$ cat config.mk
export PLATFORM = sky130hd
export DESIGN_NAME = regfile_sb
export DESIGN_NICKNAME = d
export VERILOG_FILES = /design/src/rtl/regfile_sb.sv
export SDC_FILE = /design/constraint.sdc
export NUM_CORES = 2
export LEC_CHECK = 0
export BUFFER_PORTS_ARGS = -buffer_cell sky130_fd_sc_hd__buf_2
export CAP_MARGIN = 30
export CELL_PAD_IN_SITES_DETAIL_PLACEMENT = 0
export CELL_PAD_IN_SITES_GLOBAL_PLACEMENT = 2
export CORE_MARGIN = 2
export CORE_UTILIZATION = 40
export CTS_BUF_LIST = sky130_fd_sc_hd__clkbuf_2 sky130_fd_sc_hd__clkbuf_4 sky130_fd_sc_hd__clkbuf_8
export DETAILED_ROUTE_END_ITERATION = 8
export HOLD_SLACK_MARGIN = 0.1
export PLACE_DENSITY = 0.85
export SETUP_SLACK_MARGIN = 0.5
export SLEW_MARGIN = 40
export SYNTH_ARGS = -nofsm -noshare
export SYNTH_HDL_FRONTEND = slang
export SYNTH_SLANG_ARGS = --single-unit
$ cat constraint.sdc
create_clock -name clk -period 3.1 [get_ports clk]
set_input_delay 0.31 -clock clk [delete_from_list [all_inputs] [get_ports clk]]
set_output_delay 0.31 -clock clk [all_outputs]
set_load 0.1 [all_outputs]
$ cat src/rtl/regfile_sb.sv
// regfile_sb: multi-port register file with write-through bypass and write-pending scoreboard
module regfile_sb #(
  parameter int                DATA_W   = 32,
  parameter int                ADDR_W   = 5,
  parameter int                NUM_RD   = 2,
  parameter int                NUM_WR   = 2,
  parameter int                SP_INDEX = 29,
  parameter logic [DATA_W-1:0] SP_INIT  = 32'h000007fc,
  parameter bit                READ_REG = 1'b0
) (
  input  logic                     clk,
  input  logic                     reset_n,
  input  logic [NUM_RD*ADDR_W-1:0] rd_addr,
  output logic [NUM_RD*DATA_W-1:0] rd_data,
  output logic [NUM_RD-1:0]        rd_busy,
  input  logic [NUM_WR-1:0]        wr_en,
  input  logic [NUM_WR*ADDR_W-1:0] wr_addr,
  input  logic [NUM_WR*DATA_W-1:0] wr_data,
  input  logic                     iss_en,
  input  logic [ADDR_W-1:0]        iss_addr
);
  localparam int DEPTH = 1 << ADDR_W;
  logic [DATA_W-1:0]        regs [DEPTH];
  logic [DEPTH-1:0]         busy;
  logic [NUM_RD*DATA_W-1:0] rd_val;
  function automatic logic wr_hit(input logic [ADDR_W-1:0] a);
    wr_hit = 1'b0;
    for (int j = 0; j < NUM_WR; j++)
      if (wr_en[j] && wr_addr[j*ADDR_W +: ADDR_W] == a) wr_hit = 1'b1;
  endfunction
  // Register storage; later write ports override earlier ones on address collision
  always_ff @(posedge clk or negedge reset_n) begin
    if (!reset_n) begin
      for (int a = 0; a < DEPTH; a++) regs[a] <= (a == SP_INDEX) ? SP_INIT : '0;
    end else begin
      for (int j = 0; j < NUM_WR; j++)
        if (wr_en[j] && wr_addr[j*ADDR_W +: ADDR_W] != '0)
          regs[wr_addr[j*ADDR_W +: ADDR_W]] <= wr_data[j*DATA_W +: DATA_W];
    end
  end
  // Scoreboard: issue sets busy and beats a same-cycle writeback, writeback clears it
  always_ff @(posedge clk or negedge reset_n) begin
    if (!reset_n) begin
      busy <= '0;
    end else begin
      for (int a = 1; a < DEPTH; a++)
        if (iss_en && iss_addr == ADDR_W'(a)) busy[a] <= 1'b1;
        else if (wr_hit(ADDR_W'(a))) busy[a] <= 1'b0;
    end
  end
  for (genvar i = 0; i < NUM_RD; i++) begin : g_rd
    logic [ADDR_W-1:0] ra;
    logic              hit;
    logic [DATA_W-1:0] byp;
    assign ra = rd_addr[i*ADDR_W +: ADDR_W];
    // Bypass from the highest-index write port matching this read address
    always_comb begin
      hit = 1'b0;
      byp = '0;
      for (int j = 0; j < NUM_WR; j++)
        if (wr_en[j] && wr_addr[j*ADDR_W +: ADDR_W] == ra) begin
          hit = 1'b1;
          byp = wr_data[j*DATA_W +: DATA_W];
        end
    end
    assign rd_busy[i]                 = busy[ra] & ~hit;
    assign rd_val[i*DATA_W +: DATA_W] = (ra == '0) ? '0 : hit ? byp : regs[ra];
  end
  if (READ_REG) begin : g_reg
    logic [NUM_RD*DATA_W-1:0] rd_q;
    // One-cycle registered read of the bypassed value
    always_ff @(posedge clk or negedge reset_n) begin
      if (!reset_n) rd_q <= '0;
      else rd_q <= rd_val;
    end
    assign rd_data = rd_q;
  end else begin : g_comb
    assign rd_data = rd_val;
  end
endmodule

-- Word level (Yosys, flattened, before mapping)
Index checks and enable logic that the tools add are counted.
- bits in registers: 1055
- input port bits: 94
- output and inout port bits: 66
- word-level logic and storage cells: 497
- order comparisons: 8
- equality and inequality tests: 97
- multiplexer cells: 185
- bitwise logic cells: 8
- reduce and logical (&&, ||, !) cells: 136
- operators by type and width (cell ; count):
    bitwise mux 1024 bit ; 2
    two-way mux 1024 bit ; 2
    two-way mux 32 bit ; 14
    binary-select mux 32 bit (select 5 bit) ; 2
    demux 32 bit (select 5 bit) ; 2
    equality test 5 bit (second input constant) ; 48
    two-way mux 1 bit ; 161
    equality test 5 x 4 -> 1 bit (second input constant) ; 24
    logical AND 1 bit ; 101
    nonzero test 2 bit ; 31
    equality test 5 x 3 -> 1 bit (second input constant) ; 12
    equality test 5 x 2 -> 1 bit (second input constant) ; 6
    >= comparator 6 bit (second input constant) ; 4
    inverter 5 -> 6 bit ; 4
    equality test 5 bit ; 4
    equality test 5 x 1 -> 1 bit (second input constant) ; 3
    less-than comparator 5 x 6 -> 1 bit (second input constant) ; 2
    less-than comparator 6 x 1 -> 1 bit (second input constant) ; 2
    binary-select mux 1 bit (select 5 bit) ; 2
    zero test 5 bit ; 2
    nonzero test 5 bit ; 2
    bitwise AND 1 bit ; 2
    inverter 1 bit ; 2

-- Longest topological paths before layout
- depth in word-level cells: 9
- depth in mapped cells: 9
- gate-level depth less buffers: 5

-- Least setup slack after synthesis
Ideal clock, no wire load.
- path type: input -> output
- start point: in rd_addr[9]
- end point: out rd_data[38]
- arrival: 3.599 ns
- required time: 2.790 ns
- setup slack: -0.809 ns
- stages: 7
- buffers on the path: 2
- cells stage by stage: clkbuf_1 > xnor2_1 > nand4_1 > or2_2 > buf_2 > and4_1 > a211oi_1
- cells in the longest elaborated chain, start to end: 6
- elaborated cells between the ends (all ways): 15
- classes of those cells: eq/ne: 2; mux: 9; bitwise: 1; reduce/logical: 3
- RTL lines (what ; RTL line ; source):
    start: declaration ; 13 ; input logic [NUM_RD*ADDR_W-1:0] rd_addr,
    inverter 5 -> 6 bit (not written as such) / equality test 5 bit (equally long branches) ; 67, 61 ;
    binary-select mux 32 bit (select 5 bit) / logical AND 1 bit (equally long branches) ; 67, 61 ;
    two-way mux 32 bit (not written as such) (tied with other cells) (2 in a row) ; 67 ; assign rd_val[i*DATA_W +: DATA_W] = (ra == '0) ? '0 : hit ? byp : regs[ra];
    two-way mux 32 bit ; 67 ;
    two-way mux 32 bit (*) ; 67 ;
    end: declaration ; 14 ; output logic [NUM_RD*DATA_W-1:0] rd_data,
Mark *: on every way between the ends. The rest lies on a longest branch, timed or not. The select of a mux whose other input is x is not followed.

-- Worst setup path after layout
- start point: reg regs[582] (netlist bit)
- end point: out rd_data[38]
- cells in the longest elaborated chain, start to end: 5
- RTL lines (what ; RTL line ; source):
    start: declaration ; 23 ; logic [DATA_W-1:0] regs [DEPTH];
    start signal: indexed assignment ; 38 ; regs[wr_addr[j*ADDR_W +: ADDR_W]] <= wr_data[j*DATA_W +: DATA_W];
    binary-select mux 32 bit (select 5 bit) ; 67 ;
    two-way mux 32 bit (not written as such) (2 in a row) ; 67 ;
    two-way mux 32 bit (2 in a row) ; 67 ;
Every way passes these cells. The select of a mux whose other input is x is not followed.

==> summary.md <==
| Metric | Value |
|---|---|
| Fin crit share | 110% |
| First-pass GRT wire length | about 420000 um |
| Final wirelength | 294000 um |
| Top cell type's share of synthesized area | 39.2% |
| Initial cell density of the core | 40.4% |
| Largest net degree at the start of global routing | 103 |
| Worst Skew | 0 ns |
| Antenna viol nets, final | 0 |
| Type of origin of the critical path | flip-flop |
| Largest area contributor in the netlist | dfrtp_1 |
| Final Hold Vio Count | 0 |
| Non-Filler Instances | 8828 |
| Cells after Synth | between 6k and 7k |
| Async SR Flop Fraction | 100% |
| Top Ports | 160 |
| Top post-synthesis cells by area | dfrtp_1 39%, mux2i_1 19%, mux4_2 13%, a21oi_1 3.9%, nand2_1 3.1% |
| Seq cells post-synth | between 1k and 1.5k |
| Final min period | around 3.4 ns |
| Rows | 149 |
| Slew margin rel. | 36.5% |
| Library cells used by synthesis | 65 |
| Number of synthesized flops with an enable pin | 0 |
| Final WS setup | -0.306 ns |
| Initial antenna violation count | 9 |
| Share of cells above drive strength 1 | 24.8% |
| Max cap viols | 0 |
| Crit Path Max Fanout | 3 |
| Hold WC Path Type | input pin to flip-flop |
| Drc violations | 0 |
| R2r startpoint | regs[72] |
| First-pass DRT Iterations | 9 |
| Top-count cell post-synth | mux2i_1 |
| YS warnings | 1 |
| Clk buf depth | 3 |
| Arr. time, crit path | just over 3 ns |
| Lkg Pwr | 34.4 nW |
| Max Transition Viols Final | 0 |
| Placed insts | 8302 |
| Post-DR wirelength/cell | 33.3 um |
| PwrDens | 638 nW/um^2 |
| Chip Height | 413 um |
| # port buffers | 159 |
| Outcome | complete, but fails checks |
| GRT Overall Usage | 34.1% |
| CP Cell Sequence | mux4_4 -> mux4_2 -> and4b_1 -> a211oi_4 -> buf_12 |
| Initial DRC Count | between 7k and 8k |
| DIE AREA | 170000 um^2 |
| Worst Path Required | 2.79 ns |
| TritonCTS clock tree | done |
| TritonCTS buffer count | 188 |
| Hold depth | 5 |
| Reg2reg end | regs[72] |
| Worst slew pin tran | 0.950 ns |
| WP buf/inv | 1 |
| Post-synth top cells | 1290 x mux2i_1, 1046 x dfrtp_1, 560 x nand2_1, 560 x nor2_1, 522 x a21oi_1 |
| Family with the most delay on the worst path | multiplexers |
| Worst skew pair latency | 0.98 ns |
| WS Path Type | flip-flop to primary output |
| Die extent in x | between 400 and 500 um |
| Unrepaired setup endpoints after global routing | true |
| Peak VDD IR | around 0.0005 V |
| Clock slew at reported path FFs | about 0.060 ns |
| Slowest CP cell | mux4_4 |
| Gr ovfl total | 0 |
| CTS Root Cell | clkbuf_8 |
| Max Freq | between 200 and 300 MHz |
| R2r worst-path depth | 3 |
| Final setup violation count | 15 |
| Mapped Area | roughly 67000 um^2 |
| Placer Congestion | approximately 0.95 |
| Nets | 6571 |
| Sequential area share after synthesis | 39.6% |
| Worst hold endpoint | busy[24] |
| Top FF cell, synth | dfrtp_1 |
| Synth Area per Inst | 10.4 um^2 |
| CTS H-Tree Depth | 4 |
| Via Count | 56.9k |
| Hold path start | wr_addr[5] |
| Setup slack, reg-to-reg | approximately 1.7 ns |
| Vias/cell | 6.45 |
| Syn nets | 6501 |
| Largest stage delay on the critical path | 0.61 ns |
| Vias in the first global route | 54.9k |
| Clock sinks | 1055 |
| Final TNS setup | -1.07 ns |
| Synth-to-Final Area Change | 19.9% |
| CORE AREA | 165000 um^2 |
| HPWL after DPL | 180000 um |
| Tot Pwr | around 51 mW |
| Failing checks | setup timing |
| Nature of the critical path endpoint | primary output |
## tightest hold or removal path, cell delays in order
cell	delay (ns)
buf_2	0.18
buf_4	0.18
nor3_1	0.12
nand2_1	0.14
a32o_1	0.18
## final cells by class
type | instances | area [um^2]
multi-input combinational | 4500 | 38700
antenna | 4 | 10.0
clock inverter | 40 | 390
timing repair buffer | 722 | 7940
fill | 14700 | 85300
inverter | 10 | 37.5
sequential | 1055 | 26400
tap | 2189 | 2740
clock buffer | 308 | 3830
## sequential cells by signal, indices dropped and copies added, names as in the netlist
register and count:
regs 1024, busy 31
## where the power goes
part	leakage [nW]	total (mW)	switching [mW]	internal [mW]
combinational	19.3	16.0	8.13	7.82
clock	2.24	14.7	6.56	8.17
sequential	12.9	20.4	3.05	17.4
total	34.4	51.1	17.8	33.3
## worst max-delay path by stage
| stage | startpoint | to | cells after the start |
|---|---|---|---|
| detailed placement | rd_addr[3] | rd_data[29] | 8 |
| global route | regs[582] | rd_data[38] | 5 |
| floorplan | rd_addr[1] | rd_data[10] | 8 |
| finish | regs[582] | rd_data[38] | 5 |
| global placement | rd_addr[3] | rd_data[29] | 8 |
| CTS | regs[582] | rd_data[38] | 5 |
## cells in the final DEF, fill, tap and decap left out, types with 54 or more instances in the layout
cell and n:
a21oi_1 521, a22oi_1 132, a22oi_2 54, buf_12 191, buf_2 88, buf_4 319
clkbuf_4 66, clkbuf_8 242, dfrtp_1 1044, dlygate4sd3_1 110, mux2i_1 1288, mux4_2 400
nand2_1 533, nand3_1 63, nor2_1 546, o21ai_0 372, o21ai_1 121, o221ai_1 63
## layer usage
| layer | global-route usage (%) | part of all wire (%) | up-vias | routed length [um] |
|---|---|---|---|---|
| met5 | 0.113 | 0.012 | - | 36 |
| met4 | 20.0 | 6.7 | 6 | 19800 |
| met3 | 10.9 | 12 | 1024 | 35400 |
| met2 | 49.9 | 43 | 3857 | 126000 |
| met1 | 44.3 | 38 | 28400 | 113000 |
| li1 | - | - | 23600 | - |
## metrics by stage
| stage | util [%] | area, um^2 | setup slack (ns) | hold WS, ns |
|---|---|---|---|---|
| detailed placement | 44.3 | 73300 | -0.0626 | 0.364 |
| floorplan | - | 67600 | 0.179 | 0.0144 |
| finish | 48.4 | 80100 | -0.306 | 0.193 |
| global route | 48.4 | 80100 | -0.346 | 0.166 |
| global placement | 44.3 | 73300 | -0.127 | 0.361 |
| CTS | 48.2 | 79700 | -0.341 | 0.126 |
## kinds of logic after synthesis
| kind of cell | Yosys count | synth area share (%) |
|---|---|---|
| multiplexers | 1698 | 33.1 |
| AO/OA/AOI/OAI | 1490 | 13.3 |
| buffers and inverters | 852 | 5.80 |
| flip-flops | 1055 | 39.6 |
| XOR/XNOR | 20 | 0.262 |
| AND/OR/NAND/NOR | 1292 | 8.00 |
## timing repair
| action | in CTS | in global routing |
|---|---|---|
| setup endpoints to repair | 66 | 66 |
| hold buffers | 113 | 0 |
| pin swaps | 162 | 65 |
| resized for setup | 132 | 47 |
| hold endpoints to repair | 1894 | 0 |
| setup buffers | 41 | 20 |
Power figures use the tool's default switching activity.
